==> src/rtl/sdram_port_arbiter.sv <==
// Round-robin arbiter sharing the async_sdram_ctrl command and read FIFOs between NUM_PORTS clients.
// Read responses are returned in issue order and steered back to their port through a tag FIFO.
module sdram_port_arbiter #(
   parameter int NUM_PORTS = 4,
   parameter int TAG_DEPTH = 8
) (
   input  logic                    clk,
   input  logic                    reset_n_i,
   input  logic [NUM_PORTS-1:0]    req_valid_i,
   input  logic [NUM_PORTS-1:0]    req_we_i,
   input  logic [NUM_PORTS*24-1:0] req_addr_i,
   input  logic [NUM_PORTS*16-1:0] req_data_i,
   output logic [NUM_PORTS-1:0]    req_ready_o,
   output logic [NUM_PORTS-1:0]    rsp_valid_o,
   output logic [15:0]             rsp_data_o,
   output logic [40:0]             writer_d_o,
   output logic                    writer_enq_o,
   input  logic                    writer_full_i,
   input  logic [15:0]             reader_q_i,
   output logic                    reader_deq_o,
   input  logic                    reader_empty_i,
   output logic                    orphan_o,
   output logic [1:0]              cmd_state_o,
   output logic [1:0]              rsp_state_o
);

   localparam int TW = (NUM_PORTS > 1) ? $clog2(NUM_PORTS) : 1;
   localparam int PW = (TAG_DEPTH > 1) ? $clog2(TAG_DEPTH) : 1;

   // Handshake: a client holds req_valid_i[i] and its command stable until it sees req_ready_o[i]
   // high for one cycle; that cycle completes the transfer and the client may then drop or change it.
   typedef enum logic [1:0] {C_IDLE, C_ISSUE, C_GAP} cmd_state_t;
   typedef enum logic [1:0] {R_IDLE, R_POP, R_CAP} rsp_state_t;

   cmd_state_t c_state, c_next;
   rsp_state_t r_state, r_next;

   logic [TW-1:0]        rr_q;
   logic [TW-1:0]        grant_idx;
   logic                 grant_found;
   logic [NUM_PORTS-1:0] eligible;
   logic                 issue;
   logic                 grant_we;

   logic [TW-1:0] tag_mem [TAG_DEPTH];
   logic [PW-1:0] tag_wr_ptr, tag_rd_ptr;
   logic [PW:0]   tag_cnt;
   logic          tag_full, tag_empty, tag_push, tag_pop;
   logic          deq_start, cap_hit, cap_orphan;

   function automatic logic [TW-1:0] wrap_add(input logic [TW-1:0] a, input int b);
      int s;
      s = int'(a) + b;
      if (s >= NUM_PORTS) s = s - NUM_PORTS;
      return TW'(s);
   endfunction

   assign tag_full    = (tag_cnt == (PW+1)'(TAG_DEPTH));
   assign tag_empty   = (tag_cnt == '0);
   assign cmd_state_o = c_state;
   assign rsp_state_o = r_state;

   // Reads need a free tag slot; writes never do, so a full tag FIFO only blocks reads.
   always_comb begin
      eligible    = req_valid_i & (req_we_i | {NUM_PORTS{!tag_full}});
      grant_found = 1'b0;
      grant_idx   = '0;
      for (int k = 0; k < NUM_PORTS; k++) begin
         if (!grant_found && eligible[wrap_add(rr_q, k)]) begin
            grant_found = 1'b1;
            grant_idx   = wrap_add(rr_q, k);
         end
      end
   end

   always_comb begin
      c_next = c_state;
      issue  = 1'b0;
      case (c_state)
         C_IDLE: begin
            if (!writer_full_i && grant_found) begin
               issue  = 1'b1;
               c_next = C_ISSUE;
            end
         end
         C_ISSUE: c_next = C_GAP;
         C_GAP:   c_next = C_IDLE;
         default: c_next = C_IDLE;
      endcase
   end

   assign grant_we = req_we_i[grant_idx];
   assign tag_push = issue && !grant_we;

   always_comb begin
      r_next     = r_state;
      deq_start  = 1'b0;
      cap_hit    = 1'b0;
      cap_orphan = 1'b0;
      case (r_state)
         R_IDLE: begin
            if (!reader_empty_i) begin
               deq_start = 1'b1;
               r_next    = R_POP;
            end
         end
         R_POP: r_next = R_CAP;
         R_CAP: begin
            cap_hit    = !tag_empty;
            cap_orphan = tag_empty;
            r_next     = R_IDLE;
         end
         default: r_next = R_IDLE;
      endcase
   end

   assign tag_pop = cap_hit;

   always_ff @(posedge clk or negedge reset_n_i) begin
      if (!reset_n_i) begin
         c_state      <= C_IDLE;
         rr_q         <= '0;
         writer_d_o   <= '0;
         writer_enq_o <= 1'b0;
         req_ready_o  <= '0;
      end else begin
         c_state      <= c_next;
         writer_enq_o <= issue;
         req_ready_o  <= issue ? (NUM_PORTS'(1) << grant_idx) : '0;
         if (issue) begin
            writer_d_o <= {grant_we, req_addr_i[grant_idx*24 +: 24], req_data_i[grant_idx*16 +: 16]};
            rr_q       <= wrap_add(grant_idx, 1);
         end
      end
   end

   always_ff @(posedge clk or negedge reset_n_i) begin
      if (!reset_n_i) begin
         r_state      <= R_IDLE;
         reader_deq_o <= 1'b0;
         rsp_valid_o  <= '0;
         rsp_data_o   <= '0;
         orphan_o     <= 1'b0;
      end else begin
         r_state      <= r_next;
         reader_deq_o <= deq_start;
         rsp_valid_o  <= '0;
         if (cap_hit) begin
            rsp_data_o  <= reader_q_i;
            rsp_valid_o <= NUM_PORTS'(1) << tag_mem[tag_rd_ptr];
         end
         if (cap_orphan) orphan_o <= 1'b1;
      end
   end

   // Tag FIFO: push on a read grant, pop when its data word is captured; both may happen together.
   always_ff @(posedge clk or negedge reset_n_i) begin
      if (!reset_n_i) begin
         tag_wr_ptr <= '0;
         tag_rd_ptr <= '0;
         tag_cnt    <= '0;
         for (int i = 0; i < TAG_DEPTH; i++) tag_mem[i] <= '0;
      end else begin
         if (tag_push) begin
            tag_mem[tag_wr_ptr] <= grant_idx;
            tag_wr_ptr          <= tag_wr_ptr + 1'b1;
         end
         if (tag_pop) tag_rd_ptr <= tag_rd_ptr + 1'b1;
         case ({tag_push, tag_pop})
            2'b10:   tag_cnt <= tag_cnt + 1'b1;
            2'b01:   tag_cnt <= tag_cnt - 1'b1;
            default: tag_cnt <= tag_cnt;
         endcase
      end
   end

endmodule

==> config.mk <==
export PLATFORM = sky130hd
export DESIGN_NAME = sdram_port_arbiter
export DESIGN_NICKNAME = d
export VERILOG_FILES = /design/src/rtl/sdram_port_arbiter.sv
export SDC_FILE = /design/constraint.sdc
export NUM_CORES = 1
export LEC_CHECK = 0
export ABC_AREA = 0
export CAP_MARGIN = 20
export CORE_MARGIN = 10
export CORE_UTILIZATION = 25
export CTS_CLUSTER_DIAMETER = 80
export DETAILED_ROUTE_END_ITERATION = 7
export PLACE_DENSITY = 0.61
export SLEW_MARGIN = 20
export SYNTH_ARGS = -nofsm -noshare
export SYNTH_HDL_FRONTEND = slang
export SYNTH_SLANG_ARGS = --single-unit
==> constraint.sdc <==
create_clock -name clk -period 4.3 [get_ports clk]
set_clock_uncertainty 0.15 [all_clocks]
set_input_delay 0.86 -clock clk [delete_from_list [all_inputs] [get_ports clk]]
set_output_delay 0.86 -clock clk [all_outputs]
set_load 0.1 [all_outputs]
==> impl_results.md, run 1 <==
* Die area at 28800 um2
* Critical path required time at 4.41 ns
* Post-route DRC at 0
* Most common cell after layout, fill and taps aside: clkdlybuf4s50_1
* Worst hold path type: register to register
* Critical path peak fanout at 9
* Pwr dens at 831 nW/um2
* Fin. Hold Viols at 0
* Worst-case clock buffer depth at 2
* M2 GR Usage at 21.7%
* RR Endpoint: tag_cnt[3]
* CP Capture Type: register
* Worst-Margin Slew at 1.04 ns
* Achievable Freq at 270 MHz
* Detail Placement HPWL at 14.8 mm
* Sequential cell area fraction in the yosys report at 44.7%
* H-tree levels at 3
* Top Family by Delay on Critical Path: simple AND/OR/NAND/NOR gates
* Vias in the first global route at 4933
* Number of nets with antenna violations after routing at 0
* Yosys reg bits at 100
* CP cell instances: or4b_4, o21ai_2, o221ai_1, o21ai_1, nand4_4, and2_0, buf_4, ha_1, nor4bb_1, a21oi_1, o22a_1, nor2_1, xor2_1
* Startpoint of the lowest-slack hold path: tag_mem[8]
* Critical Path Stages at 13
* Placed cell count at 960
* Layout cell share with drive strength beyond 1 at 17.5%
* CTS buffer count at 9
* CTS Hold Buffers Added at 0
* Outcome: finished clean
* Register Area at 2500 um2
* # port buffers at 259
* Synth Flop Type: dfrtp_1
* Clk_lat worst skew at 0.34 ns
* Asr flop ratio synth at 100%
* Final core occ at 40.6%
* Startpoint Class: register
* R2R depth at 13
* P&R area growth vs syn at 59.1%
* Worst path bufs/invs at 1
* Mapped Cells at 429
* CTS tree: yes
* Synth Warn # at 0
* Clock slew at the register clock pins of the worst setup and hold paths at 0.07 ns
* RSZ-0062 raised after global routing: no
* Syn_nets at 626
* Number of fill cells at 2086
* All-Layer GR Usage at 12.3%
* Endpoint, Worst Hold: tag_mem[8]
* Worst endpoint data arrival time at 3.81 ns
* Reg2reg start: tag_cnt[2]
* GR Layer Usage met1 at 13.7%
* Critical Path Slowest Stage Cell: or4b_4
* Most frequent cells in the layout: 258 x clkdlybuf4s50_1, 122 x mux2i_1, 100 x dfrtp_1, 65 x mux2_2, 16 x buf_4
* Power, Total at 7400 uW
* Post_cts resized at 0
* EDFF count, synth at 0
* Row count at 54
* Non-Filler Instances at 976
* Initial antenna violation count at 1
* Multi-input combinational cell area at 2970 um2
* Busiest grt layer: met2
* Number of different library cells in the post-synthesis netlist at 49
* Final setup TNS at 0 ns
* Starting density of the core at 25.5%
* I/O pins at 260
* Final Slew Violations at 0
* Largest net degree at the start of global routing at 80
* Core area at 22000 um2
* Die X at 170 um
* Via density at 4.56
* Die H at 170 um
* Avg WL per Cell at 18.7 um
* ANT cells at 0
* Met3 Use GR at 5.14%
* DRT iter0 DRCs at 117
* Fin nets at 888
* Max VDD drop at 0.484 mV
* WL final at 18.3 mm
* Mapped Area at 5600 um2
* Tmin final at 3.70 ns
* Sink Count at 100
* Root Buffer: clkbuf_16
* Critical path class: register to register
* Avg Cell Area, Syn at 13.0 um2
* Max transition margin at 30.5%
* Slowest Stage Delay on Critical Path at 0.66 ns
* FF-to-FF setup slack at 0.60 ns
* Final GP Congestion at 0.859
* First-pass GRT wire length at 28.1 mm
* Hold depth at 1
* Grt ovf at 0
* Max cap viols at 0
* 1st-pass router iterations at 4
* Final Cycle Share at 86.0%
* Leak pwr at 0.00374 uW
* Vias after detailed routing at 4447
* Final Setup Violations at 0
* Setup bufs post-CTS at 0
[synthesized netlist by cell type, types with 5 or more instances]
master     instances  share of area [%]
dfrtp_1          100                 45
buf_2             13                1.2
a2111oi_2          6                1.6
nor2_1            12               0.80
mux2_2            65                 13
clkbuf_1          10               0.67
ha_1               9                2.0
inv_1              7               0.47
mux2_1            12                2.4
xor2_1             5               0.78
mux2i_1          122                 22
[routing by layer]
| metal | vias up | share of wire (%) |
|---|---|---|
| met5 | - | 0.099 |
| li1 | 2111 | - |
| met3 | 14 | 9.5 |
| met2 | 186 | 49 |
| met4 | 2 | 0.92 |
| met1 | 2134 | 40 |
[kinds of logic after synthesis]
kind of cell,after synthesis,synth area share [%]
simple gates,42,4.72
mux,203,38.9
flops,100,44.7
fa+ha+maj,9,2.01
buf+inv,33,2.77
compound gates,33,5.48
xor+xnor,9,1.41
[stage by stage]
stage	setup slack (ns)	hold WS, ns	cell area (um2)
after floorplan	0.755	0.302	5600
after global placement	0.460	0.307	8580
after detailed placement	0.346	0.323	8580
after CTS	0.636	0.332	8900
after global routing	0.371	0.351	8910
final	0.602	0.336	8910
[worst max-delay path by stage]
stage / startpoint / end / slack (ns)
finish: tag_cnt[2] / tag_cnt[3] / 0.60
global route: tag_cnt[0] / tag_cnt[3] / 0.37
CTS: tag_cnt[2] / tag_cnt[3] / 0.64
detailed placement: req_valid_i[0] / tag_cnt[3] / 0.35
global placement: req_we_i[3] / tag_cnt[2] / 0.46
floorplan: tag_cnt[1] / tag_cnt[2] / 0.76
[area by class of cell]
class	instances	area share (%)
well taps	280	3.93
flip-flops and latches	100	28.1
clock buffers	11	2.72
clock inverters	5	0.927
inverters	8	0.337
multi-input cells	296	33.3
repair buffers	276	30.7
[flip-flops by register name (all words and copies together), names as in the netlist]
signal        flops
rsp_state_o       2
rsp_data_o       16
req_ready_o       4
tag_mem          16
tag_wr_ptr        3
rr_q              2
tag_cnt           4
reader_deq_o      1
tag_rd_ptr        3
rsp_valid_o       4
orphan_o          1
cmd_state_o       2
writer_enq_o      1
writer_d_o       41
[report_power, final]
group	internal (uW)	leakage (uW)	switching [uW]
logic	1560	0.00237	3290
clock network	528	0.000160	352
registers	1370	0.00121	303
Power figures use the tool's default switching activity.
==> run 2, diff against run 1 <==
Settings changed: CORE_UTILIZATION 25 to 42, PLACE_DENSITY 0.61 to 0.89, REMOVE_ABC_BUFFERS from default to 1.
==> run 2 against run 1 <==
Net effect: die area down 36%; sequential share of layout area up 0.53 points; routed wire length down 4.9%; fmax down 5.5%; clock-buffer cell count down 1; largest power group unchanged; via count up 0.40%; flip-flop and latch count unchanged; non-clock buffer count down 1; hold slack worse by 0.0030 ns.
==> impl_results.md, run 2 (synthesized netlist as in run 1, its figures left out) <==
* Outcome: finished clean
* Fin. Hold Viols at 0 (unchanged)
* All-Layer GR Usage at 18.5% (+6.2 points)
* Critical Path Slowest Stage Cell: or4b_4
* Multi-input combinational cell area at 2970 um2 (unchanged)
* Largest net degree at the start of global routing at 52 (-35%)
* Number of nets with antenna violations after routing at 0 (unchanged)
* Setup bufs post-CTS at 0 (unchanged)
* Final Cycle Share at 91.0% (+5.0 points)
* WL final at 17.4 mm (-4.9%)
* Combinational share of power at 65.9% (+0.4 points)
* P&R area growth vs syn at 56.2%
* Vias after detailed routing at 4465 (+0.40%)
* Reg2reg start: tag_cnt[2]
* Max transition margin at 28.6% (-1.9 points)
* Switching portion of total power at 53.9% (+0.54 points)
* Root Buffer: clkbuf_16
* Pwr dens at 838 nW/um2 (+0.92%)
* Post-route DRC at 0 (unchanged)
* Post_cts resized at 0 (unchanged)
* Slowest Stage Delay on Critical Path at 0.64 ns (-0.02 ns)
* Final Slew Violations at 0 (unchanged)
* Die H at 135 um (-20%)
* Clock slew at the register clock pins of the worst setup and hold paths at 0.08 ns (about the same)
* Max VDD drop at 0.775 mV (+60%)
* Internal power at 3380 uW (-2.1%)
* Sequential Power Share at 22.9% (+0.3 points)
* I/O pins at 260 (unchanged)
* H-tree levels at 3 (unchanged)
* Critical path peak fanout at 9 (unchanged)
* Layout cell share with drive strength beyond 1 at 17.4% (-0.12 points)
* CTS Hold Buffers Added at 0 (unchanged)
* Sink Count at 100 (unchanged)
* Detail Placement HPWL at 14.2 mm (-4.2%)
* Critical path required time at 4.41 ns (about the same)
* Avg WL per Cell at 19.9 um (+6.6%)
* Core area at 13100 um2 (-40%)
* Max cap viols at 0 (unchanged)
* Die X at 135 um (-20%)
* Vias in the first global route at 4896 (-0.75%)
* Grt ovf at 0 (unchanged)
* Achievable Freq at 256 MHz (-5.5%)
* Largest regs: writer_d_o x41, rsp_data_o x16, tag_mem x16
* Final Setup Violations at 0 (unchanged)
* Startpoint Class: register
* CP Capture Type: register
* Final worst slack at 0.387 ns (-0.214 ns)
* CTS tree: yes
* # port buffers at 259 (unchanged)
* Clock Power Share at 11.2% (-0.7 points)
* Worst endpoint data arrival time at 4.03 ns (+0.22 ns)
* Most common cell after layout, fill and taps aside: clkdlybuf4s50_1
* Setup slack after placement at 0.139 ns (-0.207 ns)
* Worst path bufs/invs at 0 (-1)
* Final GP Congestion at 0.900 (+4.9%)
* Leak pwr at 0.00373 uW (-0.47%)
* Most frequent cells in the layout: 258 x clkdlybuf4s50_1, 122 x mux2i_1, 100 x dfrtp_1, 65 x mux2_2, 16 x buf_4
* Worst-case clock buffer depth at 2 (unchanged)
* Register Area at 2500 um2 (unchanged)
* Final core occ at 66.6% (+26 points)
* Initial antenna violation count at 0 (-1)
* ANT cells at 0 (unchanged)
* 1st-pass router iterations at 4 (unchanged)
* CP cell instances: or4b_4, o21a_4, a211oi_1, o21ai_1, nand4_4, and2_0, ha_1, nor4bb_1, a21oi_1, o22a_1, nor2_1, xor2_1
* Tmin final at 3.91 ns (+0.214 ns)
* Critical Path Start: tag_cnt[2]
* Worst-Margin Slew at 1.07 ns (+0.0280 ns)
* Fin nets at 887 (-0.11%)
* Via density at 5.13 (+13%)
* Starting density of the core at 42.6% (+17 points)
* Clk_lat worst skew at 0.34 ns (about the same)
* Row count at 42 (-22%)
* DRT iter0 DRCs at 151 (+29%)
* First-pass GRT wire length at 27.4 mm (-2.7%)
* CTS buffer count at 9 (unchanged)
* Worst hold path type: register to register
* Max FFs per register at 41 (unchanged)
* Top Family by Delay on Critical Path: simple AND/OR/NAND/NOR gates
* Largest Register: writer_d_o
* Critical path class: register to register
* RSZ-0062 raised after global routing: no
* Number of fill cells at 991 (-52%)
* Die area at 18300 um2 (-36%)
* Psw at 3950 uW (about the same)
* Startpoint of the lowest-slack hold path: cmd_state_o[1]
[run 2: cell count changes in the layout (fill, tap and decap cells not counted), sizes merged]
cell | previous run | this run
buf | 18 | 17
bufinv | 2 | 1
clkbuf | 11 | 10
clkinv | 2 | 3
inv | 9 | 10
[run 2: per-stage QoR]
step	area (um2)	hold slack (ns)	instances	TNS, ns	total power, uW
after floorplan	5470	0.302	404	-243.97	5430
after global placement	8440	0.286	855	0	6430
after detailed placement	8440	0.325	855	0	6550
after CTS	8740	0.339	871	0	7390
after global routing	8740	0.356	871	0	7660
final	8740	0.333	871	0	7330
[run 2: worst register-to-register path, stage by stage, from the launching register on]
cell and delay [ns]:
dfrtp_1 0.44, or4b_4 0.64, o21a_4 0.26, a211oi_1 0.48, o21ai_1 0.24, nand4_4 0.14, and2_0 0.25, ha_1 0.31
nor4bb_1 0.31, a21oi_1 0.08, o22a_1 0.21, nor2_1 0.14, xor2_1 0.17
[run 2: layer usage]
layer	track usage [%]	wire length [um]
met1	21.5	6990
met5	0	0
met3	5.60	1310
met4	2.99	152
met2	33.1	8930
[run 2: final timing paths]
kind,end,slack [ns],cells past startpoint
max,tag_cnt[3],0.39,12
min reg2reg,cmd_state_o[1],0.33,1
max reg2reg,tag_cnt[3],0.39,12
min,cmd_state_o[1],0.33,1
min in group asynchronous,writer_d_o[25],0.38,1
max in group asynchronous,tag_mem[11],2.82,2
[run 2: cell type report]
class / instances / area share, %
timing repair buffer: 275 / 31.1
inverter: 8 / 0.343
tap: 176 / 2.52
clock buffer: 10 / 2.62
sequential: 100 / 28.6
multi-input combinational: 296 / 33.9
clock inverter: 6 / 0.830
[run 2: power by group through the flow]
stage               Clock [uW]  Sequential [uW]  Combinational [uW]
floorplan                    0             3840                1590
global placement             0             1650                4780
detailed placement           0             1700                4860
CTS                        834             1680                4870
global route               882             1740                5040
finish                     821             1670                4830
